<file path="src/rtl/router_fifo_ch.sv">
// router_fifo_ch
// ---------------------------------------------------------------------------
// One output-channel FIFO of the 1x3 router. Bytes arrive on this channel's
// bit of the synchroniser's one-hot write enable and are stored together with
// a header flag (lfd_state). On the read side a packet-length counter is
// loaded from each header as it is popped. The registered output byte is
// forced to zero only when no packet is being read out, so the downstream
// port sees a quiet bus between packets.
//
// Build option:
//   ROUTER_FIFO_TIMEOUT_EN - when defined, an internal stall counter flushes
//   the channel after 30 consecutive cycles with data held and no read
//   request. The external soft_reset still works alongside it.
//
// Ports:
//   clock       in   1      rising-edge clock for all state
//   reset       in   1      synchronous active-high reset; clears everything,
//                           including every memory entry
//   soft_reset  in   1      synchronous channel flush (pointers, packet
//                           counter, data_out); memory is left stale
//   write_enb   in   1      write request
//   read_enb    in   1      read request from the output port
//   lfd_state   in   1      data_in is a header byte; stored with it
//   data_in     in   WIDTH  byte to write
//   data_out    out  WIDTH  registered read data (1-cycle latency)
//   full        out  1      DEPTH entries held (combinational)
//   empty       out  1      no entries held (combinational)
// ---------------------------------------------------------------------------
module router_fifo_ch #(
  parameter int DEPTH = 16,
  parameter int WIDTH = 8,
  localparam int PTR_W = $clog2(DEPTH)
) (
  input  logic             clock,
  input  logic             reset,
  input  logic             soft_reset,
  input  logic             write_enb,
  input  logic             read_enb,
  input  logic             lfd_state,
  input  logic [WIDTH-1:0] data_in,
  output logic [WIDTH-1:0] data_out,
  output logic             full,
  output logic             empty
);

  localparam int CNT_W = 7;
  localparam int LEN_W = WIDTH - 2;
  localparam logic [PTR_W:0] PTR_ONE = {{PTR_W{1'b0}}, 1'b1};
  localparam logic [CNT_W-1:0] CNT_ONE = {{(CNT_W-1){1'b0}}, 1'b1};

  // Storage: bit WIDTH is the header flag, bits [WIDTH-1:0] the byte.
  logic [WIDTH:0]       mem_reg [DEPTH];

  logic [PTR_W:0]       wr_ptr_reg, wr_ptr_next;
  logic [PTR_W:0]       rd_ptr_reg, rd_ptr_next;
  logic [CNT_W-1:0]     pkt_cnt_reg, pkt_cnt_next;
  logic [WIDTH-1:0]     data_out_reg, data_out_next;

  logic [PTR_W-1:0]     wr_idx;
  logic [PTR_W-1:0]     rd_idx;
  logic [WIDTH:0]       rd_word;
  logic [CNT_W-1:0]     hdr_len;
  logic [DEPTH-1:0]     wr_sel;
  logic                 wr_accept;
  logic                 rd_accept;
  logic                 flush;
  logic                 timeout_flush;

  assign wr_idx = wr_ptr_reg[PTR_W-1:0];
  assign rd_idx = rd_ptr_reg[PTR_W-1:0];

  // Status is derived straight from the pointers; the wrap bit separates the
  // full case from the empty case when the index bits match.
  assign empty = (wr_ptr_reg == rd_ptr_reg);
  assign full  = (wr_idx == rd_idx) && (wr_ptr_reg[PTR_W] != rd_ptr_reg[PTR_W]);

  // A flush cycle swallows any same-cycle read or write request.
  assign flush     = soft_reset || timeout_flush;
  assign wr_accept = write_enb && !full && !flush;
  assign rd_accept = read_enb && !empty && !flush;

  assign rd_word  = mem_reg[rd_idx];
  assign data_out = data_out_reg;

  // Header payload length, widened (or trimmed) to the packet counter width.
  generate
    if (LEN_W >= CNT_W) begin : g_len_trunc
      assign hdr_len = rd_word[CNT_W+1:2];
    end else begin : g_len_ext
      assign hdr_len = {{(CNT_W-LEN_W){1'b0}}, rd_word[WIDTH-1:2]};
    end
  endgenerate

  // One-hot write select per storage entry.
  generate
    for (genvar gi = 0; gi < DEPTH; gi++) begin : g_wr_sel
      assign wr_sel[gi] = wr_accept && (wr_idx == PTR_W'(gi));
    end
  endgenerate

  // Memory: fully cleared on reset so no stale header flag can be mistaken
  // for the start of a new packet after a hard reset.
  always_ff @(posedge clock) begin
    if (reset) begin
      for (int i = 0; i < DEPTH; i++) begin
        mem_reg[i] <= '0;
      end
    end else begin
      for (int i = 0; i < DEPTH; i++) begin
        if (wr_sel[i]) begin
          mem_reg[i] <= {lfd_state, data_in};
        end
      end
    end
  end

`ifdef ROUTER_FIFO_TIMEOUT_EN
  // Stall counter: counts consecutive cycles with data held and no read
  // request. Reaching 29 makes the following edge a flush, which also
  // returns the counter to zero.
  logic [4:0] stall_cnt_reg, stall_cnt_next;

  always_comb begin
    stall_cnt_next = '0;
    if (!flush && !empty && !read_enb) begin
      stall_cnt_next = stall_cnt_reg + 5'd1;
    end
  end

  always_ff @(posedge clock) begin
    if (reset) begin
      stall_cnt_reg <= '0;
    end else begin
      stall_cnt_reg <= stall_cnt_next;
    end
  end

  assign timeout_flush = (stall_cnt_reg == 5'd29);
`else
  assign timeout_flush = 1'b0;
`endif

  // Pointer, packet counter and output register next-state.
  always_comb begin
    wr_ptr_next   = wr_ptr_reg;
    rd_ptr_next   = rd_ptr_reg;
    pkt_cnt_next  = pkt_cnt_reg;
    data_out_next = data_out_reg;

    if (flush) begin
      wr_ptr_next   = '0;
      rd_ptr_next   = '0;
      pkt_cnt_next  = '0;
      data_out_next = '0;
    end else begin
      if (wr_accept) begin
        wr_ptr_next = wr_ptr_reg + PTR_ONE;
      end

      if (rd_accept) begin
        rd_ptr_next   = rd_ptr_reg + PTR_ONE;
        data_out_next = rd_word[WIDTH-1:0];
        // A header reloads the counter with payload length plus the
        // trailing parity byte; every other byte counts down to zero.
        if (rd_word[WIDTH]) begin
          pkt_cnt_next = hdr_len + CNT_ONE;
        end else if (pkt_cnt_reg != '0) begin
          pkt_cnt_next = pkt_cnt_reg - CNT_ONE;
        end
      end else if (pkt_cnt_reg == '0) begin
        // Between packets the output bus is driven low.
        data_out_next = '0;
      end
    end
  end

  always_ff @(posedge clock) begin
    if (reset) begin
      wr_ptr_reg   <= '0;
      rd_ptr_reg   <= '0;
      pkt_cnt_reg  <= '0;
      data_out_reg <= '0;
    end else begin
      wr_ptr_reg   <= wr_ptr_next;
      rd_ptr_reg   <= rd_ptr_next;
      pkt_cnt_reg  <= pkt_cnt_next;
      data_out_reg <= data_out_next;
    end
  end

endmodule

</file>
<file path="config.mk">
export PLATFORM = sky130hd
export DESIGN_NAME = router_fifo_ch
export DESIGN_NICKNAME = d
export VERILOG_FILES = /design/src/rtl/router_fifo_ch.sv
export SDC_FILE = /design/constraint.sdc
export NUM_CORES = 1
export LEC_CHECK = 0
export ABC_CLOCK_PERIOD_IN_PS = 4100
export BUFFER_PORTS_ARGS = -buffer_cell sky130_fd_sc_hd__buf_2
export CAP_MARGIN = 40
export CORE_MARGIN = 5
export CORE_UTILIZATION = 60
export DETAILED_ROUTE_END_ITERATION = 16
export HOLD_SLACK_MARGIN = 0.03
export PLACE_DENSITY_LB_ADDON = 0.05
export SLEW_MARGIN = 40
export SYNTH_ARGS = -nofsm -noshare
export SYNTH_HDL_FRONTEND = slang
export SYNTH_SLANG_ARGS = --single-unit
export TNS_END_PERCENT = 5
</file>
<file path="constraint.sdc">
create_clock -name clock -period 4.1 [get_ports clock]
set_clock_uncertainty 0.05 [all_clocks]
set_input_delay 0.615 -clock clock [delete_from_list [all_inputs] [get_ports clock]]
set_output_delay 0.615 -clock clock [all_outputs]
set_load 0.005 [all_outputs]
</file>
# Word-level counts from Yosys, hierarchy flattened
# Memory sizes are Yosys's and may differ from the RTL's. A register that Yosys moved wholly into a read port is not among the register bits.
# Cells that the tools add are included.
[totals] wordCells=146 mem_bits_rw=144 output_inout_bits=10 inputBits=14 mem_count=1 reg_bits=25
[op_classes] n_addsub=4 n_mux=72 reduce_logical=31 eq_ne=18 n_bitwise=16
[memory_table] name="mem_reg" depth=16 width=9 rd=1 rd_ports_with_merged_regs=1 write_ports=16 line_no="52" rtl="logic [WIDTH:0] mem_reg [DEPTH];"
[ops] cell="$mux 9" n=16
[ops] cell="$mux 1" n=50
[ops] cell="$eq 4x4->1 const B" n=8
[ops] cell="$logic_and 1x1->1" n=21
[ops] cell="$eq 4x3->1 const B" n=4
[ops] cell="$mux 8" n=2
[ops] cell="$or 1x1->1" n=16
[ops] cell="$mux 7" n=2
[ops] cell="$add 5x1->5 const B" n=2
[ops] cell="$eq 4x2->1 const B" n=2
[ops] cell="$mux 4" n=2
[ops] cell="$add 6x1->7 const B" n=1
[ops] cell="$logic_not 7->1" n=1
[ops] cell="$reduce_bool 7->1" n=1
[ops] cell="$sub 7x1->7 const B" n=1
[ops] cell="$eq 5x5->1" n=1
[ops] cell="$eq 4x1->1 const B" n=1
[ops] cell="$eq 4x4->1" n=1
[ops] cell="$logic_not 4->1" n=1
[ops] cell="$reduce_bool 2->1" n=2
[ops] cell="$logic_not 1->1" n=3
[ops] cell="$reduce_and 2->1" n=1
[ops] cell="$reduce_or 2->1" n=1
[ops] cell="$ne 1x1->1" n=1

# Logic depth before layout (Yosys ltp)
# Gate-level depths: netlist of the first run.
[logic_depth] depth_word=10 mapped_depth=10 ltp_nobuf=8

# Least setup slack after synthesis of the first run
# OpenSTA, ideal clock, no wires.
[synth_timing] path_kind="reg2reg" startpoint="register (tool-made name)" endpoint="register pkt_cnt_reg[2]" slack_ns=1.814 period_less_slack_ns=2.286 required_time_ns=3.922 arrival_ns=2.108 n_path_buf=2 stages_incl_launch_ff=11 setup_time_ns=0.128 path_cell_list="dfxtp_1 buf_6 buf_12 mux4_1 a22oi_1 nand3_1 ha_1 xnor2_1 mux2i_1 a22oi_1 nor2_1"
[synth_rtl] item="end signal: assignment" line_no="186" rtl="pkt_cnt_reg <= pkt_cnt_next;"
[synth_rtl] item="end: declaration" line_no="56" rtl="logic [CNT_W-1:0] pkt_cnt_reg, pkt_cnt_next;"

==> out/metrics.cfg, run 1 <==
[finish]
drive_gt1_share_pct = 12.7
nets = 573
synthToLayoutAreaGrowth_pct = 8.86
largest_register_ffs = 144
antennaDiodeCount = 0

[critical_path]
r2r-start = wr_ptr_reg[3]$_SDFFE_PP0P_
cp_data_required_time_ns = 4.12
crit_end = mem_reg[1][5]$_SDFFCE_PN0P_
crit_arrival_ns = 2.95
end_kind = flop
reg2reg_depth = 6
cp_max_fo = 10
critPathLaunchType = flop
rrSetupSlack_ns = 1.16
startpoint = wr_ptr_reg[3]$_SDFFE_PP0P_
rr_endpoint = mem_reg[1][5]$_SDFFCE_PN0P_
crit_type = flop to flop

[routing]
totalWireLength_um = 16500
met2_wirelength_um = 8190
vias_per_cell = 6.01
drt_iter0_markers = 377
via_count = 4429
final_antenna_net_count = 0
top_layer = met4
wl_met3_um = 699
wl_per_cell_um = 22.3
first_pass_iters = 4
met1_length_um = 7310
drc = 0

[outcome]
outcome = finished clean

[placement]
place_ws_ns = 0.991
gp_congestion = 0.790
hpwlAfterDp_um = 11300
numPortBuffers = 23

[yosys]
synth_edf_count = 144
syn-cell-area_sq_um = 7700
synth_most_common_cell = edfxtp_1
yosysTopAreaCell = edfxtp_1
synthTopCellsByCount = edfxtp_1, nor2_1, nand2_1, mux4_1, dfxtp_1
ys_ff_latch = 173
yosys_warnings = 0
synth_cell_types = 44
synthCells = 535
syn-num-nets = 556
synthTopCellsByArea = edfxtp_1, mux4_1, dfxtp_1
ys.flop_type = edfxtp_1
synth-async-reset-ratio_pct = 0
seq_area_frac_synth_pct = 63.7
synth_top_cell_area_share_pct = 56.2
syn_avg_cell_area_sq_um = 14.4

[timing]
setup_tns_ns = 0
worst_pin_slew_ns = 0.764
hold_viol_final = 0
relSlewSlack_pct = 49.0
slew_violations = 0
fmax_mhz = 341
rsz0062_at_grt = false
period_needed_ns = 2.94
setup_slack_ns = 1.16
finalSetupViolations = 0
timing.hold.ws_ns = 0.418
final.period_utilization_pct = 71.6

[power]
seq_power_share_pct = 53.9
p_sw_uw = 790
ir_drop_uv = 276
p_comb_share_pct = 4.9
leakage_nw = 3.01
power_mw = 3.73
p_sw_share_pct = 21.2
power.density_nw_per_um2 = 445
clkPwrFrac_pct = 41.1
p_int_mw = 2.94

[global_route]
gr-total-overflow = 0
grt_max_degree = 28
antenna_found_initial = 0
grt_pass1_vias = 4456
grt_pass1_wl_um = 25600
grt_usage_pct = 23.6

[floorplanning]
row_count = 41
design.die.area_sq_um = 15200
initial_core_util_pct = 61.0
die_w_um = 123
die_y_um = 123
top_level_ports = 24
core_sq_um = 12600

[clocking]
cts_sinks = 173
path_clk_slew_ns = 0.06
cts_htree_levels = 4
cts_made_buffers = 17
post_cts_buffers = 0
hold_buffers = 0
clock-root-buffer = clkbuf_16
clock_latency_ns = 0.43
cts_tree = yes
cts-resized-gates = 0
cts_max_path_buffers = 2

[worst_hold_path]
holdCritPathClass = flop to flop

[job]
drv_cap = 0

-- power groups by stage --
stage | logic [mW] | registers (mW) | clock network [mW]
2_1_floorplan | 0.136 | 2.03 | 0
3_3_place_gp | 0.180 | 2.04 | 0
3_5_place_dp | 0.184 | 2.05 | 0
4_1_cts | 0.185 | 2.01 | 1.55
5_1_grt | 0.199 | 2.01 | 1.63
6_report | 0.184 | 2.01 | 1.53
-- layout by cell type (no fill, tap or decap), drive strengths merged, types with 16 or more instances in the layout --
| cell type | Yosys | layout |
|---|---|---|
| inv | 15 | 16 |
| nor2 | 112 | 112 |
| dfxtp | 29 | 29 |
| nand2 | 33 | 33 |
| mux4 | 39 | 39 |
| nand3 | 22 | 22 |
| clkbuf | 22 | 19 |
| buf | 8 | 28 |
| nand2b | 19 | 19 |
| edfxtp | 144 | 144 |
-- routing by layer --
layer / vias to the layer above / global-route usage [%]
met1: 2248 / 32.4
met2: 132 / 38.1
met5: - / 0
met4: 0 / 7.89
met3: 17 / 5.03
li1: 2032 / -
-- cell families after synthesis --
group,count (synthesis),synth area share [%]
AND/OR/NAND/NOR,208,12.1
adder cells (fa/ha/maj),7,1.14
AO/OA/AOI/OAI,38,3.25
multiplexers,46,13.8
buffers and inverters,45,3.90
XOR/XNOR,18,2.05
flip-flops,173,63.7
-- metrics by stage --
stage | util (%) | std cells | instance area (sq um)
floorplan | - | 535 | 7700
global placement | 61.9 | 704 | 7820
detailed placement | 62.0 | 705 | 7820
CTS | 66.4 | 737 | 8380
global route | 66.4 | 737 | 8380
finish | 66.4 | 737 | 8380
-- cell type report --
| type | instances | area, sq um |
|---|---|---|
| sequential | 173 | 4910 |
| timing repair buffer | 28 | 150 |
| clock buffer | 19 | 433 |
| multi-input combinational | 317 | 2490 |
| clock inverter | 13 | 124 |
| inverter | 15 | 56.3 |
| tap | 172 | 215 |
| fill | 958 | 4240 |
-- worst min path at each step --
stage	start	to	slack (ns)	cells past startpoint
2_1_floorplan	pkt_cnt_reg[6]$_SDFFE_PP0P_	pkt_cnt_reg[6]$_SDFFE_PP0P_	0.40	2
6_report	data_out[2]$_SDFFE_PP0P_	data_out[2]$_SDFFE_PP0P_	0.42	2
3_3_place_gp	data_out[7]$_SDFFE_PP0P_	data_out[7]$_SDFFE_PP0P_	0.40	2
5_1_grt	data_out[4]$_SDFFE_PP0P_	data_out[4]$_SDFFE_PP0P_	0.46	2
3_5_place_dp	data_out[2]$_SDFFE_PP0P_	data_out[2]$_SDFFE_PP0P_	0.41	2
4_1_cts	data_out[2]$_SDFFE_PP0P_	data_out[2]$_SDFFE_PP0P_	0.42	2
-- critical path, stage by stage (launching register included) --
cell      delay (ns)
dfxtp_1         0.48
xnor2_1         0.10
nand4_1         0.19
o21ai_1         0.20
nor4_1          0.61
nand2_1         0.43
nand2b_1        0.50
No activity file was read; power rests on OpenSTA's default activity.
==> run 2, diff against run 1 <==
--- a/config.mk
+++ b/config.mk
@@ -5,11 +5,11 @@
 export SDC_FILE = /design/constraint.sdc
 export NUM_CORES = 1
 export LEC_CHECK = 0
-export ABC_CLOCK_PERIOD_IN_PS = 4100
+export ABC_CLOCK_PERIOD_IN_PS = 2600
 export BUFFER_PORTS_ARGS = -buffer_cell sky130_fd_sc_hd__buf_2
 export CAP_MARGIN = 40
 export CORE_MARGIN = 5
-export CORE_UTILIZATION = 60
+export CORE_UTILIZATION = 56
 export DETAILED_ROUTE_END_ITERATION = 16
 export HOLD_SLACK_MARGIN = 0.03
 export PLACE_DENSITY_LB_ADDON = 0.05
==> constraint.sdc (replaced) <==
create_clock -name clock -period 2.6 [get_ports clock]
set_clock_uncertainty 0.05 [all_clocks]
set_input_delay 0.39 -clock clock [delete_from_list [all_inputs] [get_ports clock]]
set_output_delay 0.39 -clock clock [all_outputs]
set_load 0.005 [all_outputs]
==> out/metrics.cfg, run 2 (synthesized netlist as in run 1, its figures left out) <==
[outcome]
outcome = finished clean  ; unchanged

[routing]
drc = 0  ; unchanged
via_count = 4566  ; was 4429
totalWireLength_um = 17100  ; was 16500 um
vias_per_cell = 5.94  ; was 6.01
final_antenna_net_count = 0  ; unchanged
first_pass_iters = 5  ; was 4
drt_iter0_markers = 568  ; was 377
wl_per_cell_um = 22.2  ; was 22.3 um

[finish]
finalInstanceArea_sq_um = 8660  ; was 8380 sq um
ff_latch_area_sq_um = 4910  ; unchanged
drive_gt1_share_pct = 17.7  ; was 12.7%
largest_register_ffs = 144  ; unchanged
antennaDiodeCount = 0  ; unchanged
multi_input_area_sq_um = 2490  ; unchanged
fillers = 1015  ; was 958
synthToLayoutAreaGrowth_pct = 12.5  ; was 8.86%
layout_commonest_cell = edfxtp_1  ; unchanged
final-instance-count-excl-fill = 769  ; was 737
final_cell_mix = edfxtp_1, nor2_1, nand2_1  ; unchanged
nets = 601  ; was 573

[job]
drv_cap = 0  ; unchanged

[timing]
finalSetupViolations = 0  ; unchanged
period_needed_ns = 2.47  ; was 2.94 ns
rsz0062_at_grt = false  ; unchanged
slew_violations = 0  ; unchanged
worst_pin_slew_ns = 0.673  ; was 0.764 ns
relSlewSlack_pct = 55.2  ; was 49.0%
setup_tns_ns = 0  ; unchanged
hold_viol_final = 0  ; unchanged
final.period_utilization_pct = 94.9  ; was 71.6%
fmax_mhz = 405  ; was 341 MHz

[power]
leakage_nw = 3.16  ; was 3.01 nW
ir_drop_uv = 564  ; was 276 uV
power.density_nw_per_um2 = 689  ; was 445 nW/um^2

[floorplanning]
die_y_um = 127  ; was 123 um
initial_core_util_pct = 57.7  ; was 61.0%
top_level_ports = 24  ; unchanged
core_sq_um = 13300  ; was 12600 sq um
design.die.area_sq_um = 16200  ; was 15200 sq um
die_w_um = 127  ; was 123 um
row_count = 42  ; was 41

[critical_path]
slowest_delay_ns = 0.57  ; was 0.61 ns
rrSetupSlack_ns = 0.13  ; was 1.16 ns
cp_data_required_time_ns = 2.91  ; was 4.12 ns
reg2reg_depth = 7  ; was 6
crit_type = flop to flop  ; unchanged
crit_arrival_ns = 2.77  ; was 2.95 ns
rr_endpoint = pkt_cnt_reg[5]$_SDFFE_PP0P_  ; was mem_reg[1][5]$_SDFFCE_PN0P_
cpMaxStageDelayCell = mux4_1  ; was nor4_1
critPathLaunchType = flop  ; unchanged
cp_max_fo = 9  ; was 10
end_kind = flop  ; unchanged
path_cells = buf_6 -> mux4_1 -> mux4_2 -> nand3_1 -> o21ai_0 -> a311o_1 -> a21oi_1  ; was xnor2_1 -> nand4_1 -> o21ai_1 -> nor4_1 -> nand2_1 -> nand2b_1

[placement]
numPortBuffers = 23  ; unchanged
dpl-instance-area_sq_um = 8080  ; was 7820 sq um
gp_congestion = 0.857  ; was 0.790
hpwlAfterDp_um = 12200  ; was 11300 um
place_inst = 737  ; was 705

[clocking]
cts_max_path_buffers = 2  ; unchanged
hold_buffers = 0  ; unchanged
clock_latency_ns = 0.43  ; about the same
post_cts_buffers = 0  ; unchanged
cts_tree = yes  ; unchanged
cts_made_buffers = 17  ; unchanged
path_clk_slew_ns = 0.07  ; was 0.06 ns
cts_sinks = 173  ; unchanged
cts_htree_levels = 4  ; unchanged
clock-root-buffer = clkbuf_16  ; unchanged

[global_route]
antenna_found_initial = 0  ; unchanged
grt_max_degree = 27  ; was 28
grt_usage_pct = 22.4  ; was 23.6%
grt_pass1_wl_um = 26500  ; was 25600 um
gr-total-overflow = 0  ; unchanged
grt_pass1_vias = 4531  ; was 4456

[worst_hold_path]
whs_endpoint = rd_ptr_reg[0]$_SDFFE_PP0P_  ; was data_out[2]$_SDFFE_PP0P_
hold_start = read_enb  ; was data_out[2]$_SDFFE_PP0P_
holdCritPathClass = input port to flop  ; was flop to flop
hold_depth = 5  ; was 2

==> run 2: per-stage QoR <==
stage                     setup slack [ns]  hold WS [ns]  util, %  total power [mW]
after floorplan                      0.314         0.395        -              3.42
after global placement               0.137         0.406     60.5              3.54
after detailed placement            0.0623         0.416     60.5              3.55
after CTS                           0.0493         0.380     64.8              6.00
after global routing                0.0411         0.441     64.9              6.14
final                                0.134         0.398     64.9              5.97
==> run 2: report_power, final <==
group / leakage [nW] / internal (mW) / switching, mW
clock network: 0.266 / 1.42 / 1.06
logic: 1.20 / 0.120 / 0.199
registers: 1.69 / 3.13 / 0.0411
total: 3.16 / 4.66 / 1.30
==> run 2: critical path, delay by kind of cell, from the launching register on <==
kind | cells | cell delay [ns]
flip-flops | 1 | 0.41
AO/OA/AOI/OAI | 3 | 0.51
buffers and inverters | 1 | 0.18
AND/OR/NAND/NOR | 1 | 0.13
multiplexers | 2 | 1.11
==> run 2: area by class of cell <==
type	count	area share, %
sequential	173	56.7
multi-input combinational	317	28.8
clock buffer	19	5.00
timing repair buffer	56	4.67
tap	176	2.54
clock inverter	13	1.65
inverter	15	0.650
==> run 2: how the worst max path moves through the flow <==
stage	startpoint	endpoint	slack [ns]	cells after the start
2_1_floorplan	flop	pkt_cnt_reg[2]$_SDFFE_PP0P_	0.31	10
5_1_grt	flop	pkt_cnt_reg[5]$_SDFFE_PP0P_	0.04	7
4_1_cts	flop	pkt_cnt_reg[5]$_SDFFE_PP0P_	0.05	7
6_report	flop	pkt_cnt_reg[5]$_SDFFE_PP0P_	0.13	7
3_5_place_dp	flop	pkt_cnt_reg[5]$_SDFFE_PP0P_	0.06	7
3_3_place_gp	flop	pkt_cnt_reg[5]$_SDFFE_PP0P_	0.14	7
==> run 2: what timing repair did <==
| action | in CTS | in global routing |
|---|---|---|
| setup endpoints to repair | 0 | 2 |
| hold endpoints to repair | 0 | 0 |
| resized for setup | 0 | 2 |
==> run 2: per-layer routing <==
metal	routed length, um	track usage [%]	vias up
met5	0	0	-
met4	333	7.70	0
met3	1050	5.51	22
met2	8100	34.7	169
met1	7600	31.5	2291
li1	-	-	2084
